## src/rtl/fifo_pkg.sv

```systemverilog
`default_nettype none
// ============================================================================
// Module      : fifo_pkg
// Description : Shared constants and width helpers for the flagged FIFO
//               family (default word width/depth, pointer/count widths,
//               reset value of the registered read port).
// Ports       : none (package)
// Revision    : 1.0 - initial release
// ============================================================================
package fifo_pkg;

  localparam int DEF_WL = 8;
  localparam int DEF_N  = 6;

  // Every bit of dout comes out of reset at this value.
  localparam logic DOUT_RST_BIT = 1'b0;

  // Pointer width able to address entries 0..depth-1 (at least one bit).
  function automatic int ptr_width(input int depth);
    return (depth <= 2) ? 1 : $clog2(depth);
  endfunction

  // Count width able to hold 0..depth inclusive.
  function automatic int count_width(input int depth);
    return $clog2(depth + 1);
  endfunction

endpackage
`default_nettype wire

```

## src/rtl/fifo_ptr.sv

```systemverilog
`default_nettype none
// ============================================================================
// Module      : fifo_ptr
// Description : Modulo-N pointer counter. Advances by one on INC and wraps
//               from N-1 back to 0, so N need not be a power of two.
// Ports       : CLK   - clock, rising edge
//               RST_N - asynchronous active-low reset (pointer -> 0)
//               INC   - advance the pointer this edge
//               ptr   - current pointer value
// Revision    : 1.0 - initial release
// ============================================================================
module fifo_ptr
  import fifo_pkg::*;
#(
  parameter int N    = DEF_N,
  parameter int A_WL = ptr_width(N)
) (
  input  logic            CLK,
  input  logic            RST_N,
  input  logic            INC,
  output logic [A_WL-1:0] ptr
);

  localparam logic [A_WL-1:0] C_LAST = A_WL'(N - 1);

  logic [A_WL-1:0] r_ptr;

  always_ff @(posedge CLK or negedge RST_N) begin
    if (!RST_N) begin
      r_ptr <= '0;
    end else if (INC) begin
      // Explicit wrap at N-1; never rely on natural binary rollover.
      r_ptr <= (r_ptr == C_LAST) ? '0 : r_ptr + A_WL'(1);
    end
  end

  assign ptr = r_ptr;

endmodule
`default_nettype wire

```

## src/rtl/fifo_flagged.sv

```systemverilog
`default_nettype none
// ============================================================================
// Module      : fifo_flagged
// Description : Single-clock FIFO with occupancy count, programmable
//               almost-full/almost-empty flags, sticky overflow/underflow
//               flags, show-ahead head word and a registered dout.
// Ports       : CLK, RST_N          - clock / async active-low reset
//               PUSH, din           - write request and data
//               POP                 - read request
//               CLR_ERR             - clears OVF/UDF at the edge
//               head                - oldest stored word (valid when !EMPTY)
//               dout                - word removed by the last accepted POP
//               COUNT               - occupancy 0..N
//               EMPTY, FULL         - COUNT==0 / COUNT==N
//               ALMOST_EMPTY/FULL   - COUNT<=AE_TH / COUNT>=AF_TH
//               OVF, UDF            - sticky rejected-push / rejected-pop
// Revision    : 1.0 - initial release
// ============================================================================
module fifo_flagged
  import fifo_pkg::*;
#(
  parameter int WL    = DEF_WL,
  parameter int N     = DEF_N,
  parameter int A_WL  = ptr_width(N),
  parameter int C_WL  = count_width(N),
  parameter int AF_TH = N - 1,
  parameter int AE_TH = 1
) (
  input  logic            CLK,
  input  logic            RST_N,
  input  logic            PUSH,
  input  logic            POP,
  input  logic [WL-1:0]   din,
  input  logic            CLR_ERR,
  output logic [WL-1:0]   head,
  output logic [WL-1:0]   dout,
  output logic [C_WL-1:0] COUNT,
  output logic            EMPTY,
  output logic            FULL,
  output logic            ALMOST_EMPTY,
  output logic            ALMOST_FULL,
  output logic            OVF,
  output logic            UDF
);

  localparam logic [C_WL-1:0] C_FULL  = C_WL'(N);
  localparam logic [C_WL-1:0] C_AF_TH = C_WL'(AF_TH);
  localparam logic [C_WL-1:0] C_AE_TH = C_WL'(AE_TH);

  logic [WL-1:0]   r_mem [N];
  logic [A_WL-1:0] w_wr_ptr;
  logic [A_WL-1:0] w_rd_ptr;
  logic [C_WL-1:0] r_count;
  logic [WL-1:0]   r_dout;
  logic            r_ovf;
  logic            r_udf;

  logic w_empty;
  logic w_full;
  logic w_push_ok;
  logic w_pop_ok;
  logic w_ovf_evt;
  logic w_udf_evt;

  // Status decodes depend on the registered count only.
  assign w_empty = (r_count == '0);
  assign w_full  = (r_count == C_FULL);

  // A push into a full FIFO is still accepted when a pop frees a slot.
  assign w_push_ok = PUSH & (~w_full | POP);
  assign w_pop_ok  = POP & ~w_empty;
  assign w_ovf_evt = PUSH & w_full & ~POP;
  assign w_udf_evt = POP & w_empty;

  fifo_ptr #(.N(N), .A_WL(A_WL)) u_wr_ptr (
    .CLK   (CLK),
    .RST_N (RST_N),
    .INC   (w_push_ok),
    .ptr   (w_wr_ptr)
  );

  fifo_ptr #(.N(N), .A_WL(A_WL)) u_rd_ptr (
    .CLK   (CLK),
    .RST_N (RST_N),
    .INC   (w_pop_ok),
    .ptr   (w_rd_ptr)
  );

  // Storage is deliberately not reset.
  always_ff @(posedge CLK) begin
    if (w_push_ok) begin
      r_mem[w_wr_ptr] <= din;
    end
  end

  always_ff @(posedge CLK or negedge RST_N) begin
    if (!RST_N) begin
      r_count <= '0;
    end else begin
      case ({w_push_ok, w_pop_ok})
        2'b10:   r_count <= r_count + C_WL'(1);
        2'b01:   r_count <= r_count - C_WL'(1);
        default: r_count <= r_count;
      endcase
    end
  end

  // dout reads the slot being vacated; a rejected pop leaves it untouched,
  // so a push+pop on an empty FIFO does not write through.
  always_ff @(posedge CLK or negedge RST_N) begin
    if (!RST_N) begin
      r_dout <= {WL{DOUT_RST_BIT}};
    end else if (w_pop_ok) begin
      r_dout <= r_mem[w_rd_ptr];
    end
  end

  // A new error in the same cycle as CLR_ERR keeps the flag set.
  always_ff @(posedge CLK or negedge RST_N) begin
    if (!RST_N) begin
      r_ovf <= 1'b0;
      r_udf <= 1'b0;
    end else begin
      if (w_ovf_evt)    r_ovf <= 1'b1;
      else if (CLR_ERR) r_ovf <= 1'b0;
      if (w_udf_evt)    r_udf <= 1'b1;
      else if (CLR_ERR) r_udf <= 1'b0;
    end
  end

  assign head         = r_mem[w_rd_ptr];
  assign dout         = r_dout;
  assign COUNT        = r_count;
  assign EMPTY        = w_empty;
  assign FULL         = w_full;
  assign ALMOST_EMPTY = (r_count <= C_AE_TH);
  assign ALMOST_FULL  = (r_count >= C_AF_TH);
  assign OVF          = r_ovf;
  assign UDF          = r_udf;

endmodule
`default_nettype wire
```

## config.mk

```make
export PLATFORM = sky130hd
export DESIGN_NAME = fifo_flagged
export DESIGN_NICKNAME = d
export VERILOG_FILES = /design/src/rtl/fifo_pkg.sv /design/src/rtl/fifo_ptr.sv /design/src/rtl/fifo_flagged.sv
export SDC_FILE = /design/constraint.sdc
export NUM_CORES = 1
export LEC_CHECK = 0
export ABC_AREA = 1
export CORE_MARGIN = 5
export CORE_UTILIZATION = 60
export CTS_BUF_LIST = sky130_fd_sc_hd__clkbuf_4
export DETAILED_ROUTE_END_ITERATION = 7
export PLACE_DENSITY = 0.85
export REMOVE_ABC_BUFFERS = 1
export SYNTH_ARGS = -nofsm -noshare
export SYNTH_HDL_FRONTEND = slang
export SYNTH_SLANG_ARGS = --single-unit
```

## constraint.sdc

```tcl
create_clock -name CLK -period 3.6 [get_ports CLK]
set_clock_uncertainty 0.2 [all_clocks]
set_input_delay 0.36 -clock CLK [delete_from_list [all_inputs] [get_ports CLK]]
set_output_delay 0.36 -clock CLK [all_outputs]
set_load 0.01 [all_outputs]
```

After elaboration in Yosys (flattened, before gate mapping). Memory sizes are Yosys's and may differ from the RTL's. Cells that the tools add are included. W data, S select, Z words.

Add/sub/neg operators: 4. Multipliers: 0. Div/mod/pow operators: 0. $lt $le $gt $ge: 2. Equality and inequality tests: 5. Shifts and indexed selects: 0. Mux-type cells: 8. Bitwise operators: 9. Reduce and logical (&&, ||, !) cells: 4.

Operators with widths (count): $add A3 B1 Y3 const B (3); $eq A3 B3 Y1 const B (3); $mux W3 (2); $pmux W3 S2 (1); $reduce_bool A2 Y1 (3); $and A1 B1 Y1 (5); $mux W1 (5); $ge A3 B3 Y1 const B (1); $le A3 B1 Y1 const B (1); $logic_not A3 Y1 (1); $not A1 Y1 (3); $sub A3 B1 Y3 const B (1); $eq A2 B1 Y1 const B (1); $eq A2 B2 Y1 const B (1); $or A1 B1 Y1 (1).

Flip-flop bits (word level): 19. Bits in latches: 0. Bits in writable memories: 48. Bits in read-only memories: 0. Input bits: 13. Output and inout bits: 25. Word-level logic and storage cells: 39. Memories: 1.

Memories: r_mem (depth 6, bits a word 8, read ports 1, clocked after memory_dff 0, write ports 1, line fifo_flagged.sv:50) `logic [WL-1:0] r_mem [N];`.

Logic depth before layout (Yosys ltp).
Word-level depth: 6. Mapped depth: 12. Mapped depth without buffers: 11.

Hierarchy. A second synthesis with hierarchy kept.

Cells, all modules: 269. Area total of the unflattened synthesis: 2920.3 um^2.

By module, submodules not included: fifo_flagged (instances 1, cells each 241, area an instance 2667.6 um^2, seq. area each 1766.7 um^2); fifo_ptr (instances 2, cells each 14, area an instance 126.4 um^2, seq. area each 75.1 um^2).

Worst setup path before layout. Ideal clock, no wire load.

Path kind: reg2reg. From: reg r_count[0], in the netlist COUNT[0]. To: mem r_mem[5][0] (netlist name) (enable). Library setup time: 0.395 ns. Data arrival time: 1.802 ns. Required time: 3.005 ns. Slack: 1.203 ns. Stages on the path, launching flop included: 6. Buffers on the path: 0. Clock period less this slack: 2.397 ns. Cells stage by stage: dfrtp_1 -> inv_1 -> ha_1 -> nand3_2 -> nand2_2 -> nor4_1.

Cells in the longest elaborated chain, start to end: 6.

Ends and longest elaborated chain: start: declaration (line fifo_flagged.sv:53) `logic [C_WL-1:0] r_count;`; start signal: assignment (line fifo_flagged.sv:101) `2'b10: r_count <= r_count + C_WL'(1);`; start signal: assignment (line fifo_flagged.sv:102) `2'b01: r_count <= r_count - C_WL'(1);`; start signal: assignment (line fifo_flagged.sv:103) `default: r_count <= r_count;`; $eq A3 B3 Y1 (line fifo_flagged.sv:67) `assign w_full = (r_count == C_FULL);`; $not A1 Y1 (line fifo_flagged.sv:70) `assign w_push_ok = PUSH & (~w_full | POP);`; $or A1 B1 Y1 (line fifo_flagged.sv:70); $and A1 B1 Y1 (line fifo_flagged.sv:70); $mux W1 (line fifo_flagged.sv:91) `if (w_push_ok) begin`; $mux W1 (implied by the code) (line fifo_flagged.sv:92) `r_mem[w_wr_ptr] <= din;`; end: declaration (line fifo_flagged.sv:50).

Every way passes these cells.

Worst setup path in the final report.
From: reg u_rd_ptr.r_ptr[0], in the netlist u_rd_ptr.ptr[0]. To: out head[2].

Cells in the longest elaborated chain, start to end: 1.

Ends and longest elaborated chain: start: declaration (line fifo_ptr.sv:26) `logic [A_WL-1:0] r_ptr;`; start signal: assignment (line fifo_ptr.sv:33) `r_ptr <= (r_ptr == C_LAST) ? '0 : r_ptr + A_WL'(1);`; $mem_v2 Z6 W8; end: declaration (line fifo_flagged.sv:35) `output logic [WL-1:0] head,`.

Every way passes these cells.

==> flow_metrics.py <==
metrics = {
    "pwr": {
        "intPower_mw": 1.77,
        "ir_drop_mv": 0.498,
        "swShare_pct": 38.3,
        "power_leakage_nw": 1.56,
        "powerDensity_nw_per_um2": 810,
        "pwr-share-comb_pct": 42.3,
        "p_seq_share_pct": 41.3,
        "switchingPower_mw": 1.10,
        "p_clk_share_pct": 16.3,
    },
    "sta": {
        "slew_headroom_pct": 35.0,
        "finalHoldViolCount": 0,
        "period_share_pct": 81.3,
        "max_clock_freq_ghz": 0.342,
        "maxSlewViolCount": 0,
        "rsz0062_at_grt": "no",
        "finalWorstSetupSlack_ns": 0.674,
        "setup_viol": 0,
        "worst_slew_pin_slew_ns": 0.971,
        "period_needed_ns": 2.93,
        "fin_tns_setup_ns": 0,
    },
    "logic_synthesis": {
        "synth_most_common_cell": "nand2_1",
        "synth_adder_area_share_pct": 2.50,
        "yosys-top-cells-count": "nand2_1 (98), edfxtp_1 (48), inv_1 (33)",
        "postSynthAreaPerCell_um2": 10.8,
        "synth_top_area_share_pct": 48.0,
        "synthArstFlopShare_pct": 28.4,
        "synth_area_leaders": "edfxtp_1 (48%), dfrtp_1 (16%), nand2_1 (12%), nand3_2 (4.7%), inv_1 (4.1%)",
        "syn_area_um2": 3000,
        "synth_top_family_by_area": "simple AND/OR/NAND/NOR gates",
        "synth_mux_area_share_pct": 0,
        "synth_edf_count": 48,
        "yosysWarnings": 0,
        "synth.largest_area_cell": "edfxtp_1",
        "yosys.area_share.simple_pct": 23.8,
        "synth.distinct_cells": 27,
        "yosysSeqAreaShare_pct": 63.8,
        "synth-compound-area-share_pct": 1.79,
        "synth_xor_area_share_pct": 0.875,
        "ys.flop_type": "edfxtp_1",
        "ys_ff_latch": 67,
        "netlist_instances": 277,
    },
    "critical_path": {
        "crit_path_max_fanout": 17,
        "reg2reg_slack_ns": 1.31,
        "cp-end-kind": "output port",
        "crit_chain": "buf_4 > nand2_1 > nand2_1 > nand3_2 > nand3_2 > clkdlybuf4s50_1",
        "rr_worst_depth": 10,
        "slowest_delay_ns": 0.78,
        "worstSetupPathType": "flip-flop to output port",
        "regToRegStartpoint": "COUNT[0]",
        "r2r_end": "COUNT[2]",
        "slowest_stage": "dfrtp_1",
        "start_kind": "flip-flop",
        "critPathArrivalTime_ns": 2.37,
        "crit_required_ns": 3.04,
    },
    "finish": {
        "drive_gt1_share_pct": 14.1,
        "area_growth_pct": 18.1,
        "final_nets": 341,
        "antennaDiodeCount": 0,
        "design_area_um2": 3550,
    },
    "min_path": {
        "hp-class": "primary input to asynchronous set/reset pin",
    },
    "drt": {
        "wire_per_inst_um": 15.5,
        "drc_errors": 0,
        "ant_nets": 0,
        "dr.pass1.iters": 5,
        "vias": 2021,
        "vias_per_cell": 5.13,
        "drt_iter0_drc": 155,
        "wl_mm": 6.10,
    },
    "floorplan": {
        "fp.dieH_um": 80.8,
        "ios": 38,
        "core.rowCount": 25,
        "start_util_pct": 62.8,
        "die_w_um": 80.8,
        "core-area_um2": 4790,
        "dieArea_um2": 6520,
    },
    "clock_network": {
        "numCtsBuffers": 9,
        "cts_resized": 0,
        "cts_tree": "done",
        "worstSkewPairLatency_ns": 0.40,
        "cts-root-buf": "clkbuf_4",
        "clock_sinks": 67,
        "path_clk_slew_ns": 0.11,
        "ctsHoldBuffers": 0,
        "clk_path_buf_depth": 2,
        "cts_setup_buffers": 0,
        "cts_max_level": 3,
    },
    "global_route": {
        "grt_usage_pct": 20.7,
        "antenna_found_initial": 0,
        "grt_pass1_wl_mm": 9.54,
        "overflow": 0,
        "first_global_vias": 1963,
        "grt_max_degree": 25,
    },
    "placed_design": {
        "dpl_cell_area_um2": 3420,
        "routabilityCongestion": 0.778,
        "post-place-ws_ns": 1.13,
        "hpwl_mm": 3.98,
        "portBuffers": 37,
    },
    "run_status": {
        "outcome": "completed",
    },
    "flow_run": {
        "drv_cap": 0,
    },
}
==> logic make-up after synthesis <==
kind of cell	count (synthesis)
AOI/OAI and AO/OA	10
xor gates and xnor gates	3
adders and majority gates	6
buffers and inverters	43
DFF	67
and+or+nand+nor	148
==> metrics by stage <==
step,total power [mW],util [%],hold slack (ns),cells
3_5_place_dp,2.43,71.4,0.265,378
3_3_place_gp,2.38,71.4,0.262,378
2_1_floorplan,1.85,-,-0.136,269
5_1_grt,3.08,74.1,0.318,394
4_1_cts,2.89,74.1,0.292,394
6_report,2.87,74.1,0.282,394
==> metal layers <==
metal	wire length [um]	share of wire [%]	vias up	track usage, %
li1	-	-	990	-
met1	2460	40	954	26.3
met2	3110	51	70	33.3
met3	462	7.6	7	3.66
met4	73	1.2	0	12.5
met5	0	0	-	0
==> power groups by stage <==
stage	clock [mW]	sequential [mW]	combinational, mW
finish	0.470	1.19	1.22
CTS	0.477	1.19	1.23
detailed placement	0	1.20	1.23
global placement	0	1.19	1.19
global route	0.518	1.21	1.35
floorplan	0	1.20	0.650
==> how the worst max path moves through the flow <==
stage / start / to / slack (ns) / cells past startpoint
final: u_rd_ptr.ptr[0] / head[2] / 0.67 / 6
after global routing: u_rd_ptr.ptr[0] / head[2] / 0.54 / 6
after CTS: u_rd_ptr.ptr[0] / head[2] / 0.66 / 6
after detailed placement: u_rd_ptr.ptr[0] / head[2] / 1.13 / 6
after global placement: u_rd_ptr.ptr[0] / head[1] / 1.21 / 6
after floorplan: COUNT[0] / r_mem[5][0] / 1.20 / 5
==> layout by cell type, fill, tap and decap left out, types with 2 or more instances in the layout <==
master / netlist / routed
nand2_1: 98 / 98
edfxtp_1: 48 / 48
clkdlybuf4s50_1: 0 / 37
inv_1: 33 / 33
dfrtp_1: 19 / 19
nand3_2: 14 / 14
nand3_1: 14 / 14
clkbuf_4: 0 / 10
nand2_2: 6 / 6
nor2_1: 6 / 6
ha_1: 6 / 6
buf_4: 1 / 5
nor4_1: 4 / 4
o21ai_0: 4 / 4
nor2_4: 3 / 3
a21oi_1: 3 / 3
nor2_2: 2 / 2
xnor2_1: 2 / 2
clkinv_1: 0 / 2
clkinv_2: 0 / 2
==> layout make-up <==
cell class | count | area [um^2]
inverters | 35 | 136
flip-flops and latches | 67 | 1920
clock buffers | 10 | 75.1
fillers | 326 | 1240
well taps | 67 | 83.8
repair buffers | 42 | 408
clock inverters | 6 | 56.3
multi-input cells | 167 | 871
==> critical path: cells and delay by family, from the launching register on <==
| kind | cells | cell delay [ns] |
|---|---|---|
| buf+inv | 2 | 0.84 |
| flops | 1 | 0.78 |
| simple gates | 4 | 0.34 |
==> flip-flops by register name (all words and copies together) (netlist names) <==
signal and cells:
COUNT 3, OVF 1, UDF 1, dout 8, r_mem 48, u_rd_ptr.ptr 3
u_wr_ptr.ptr 3
(Power assumes the default switching activity.)
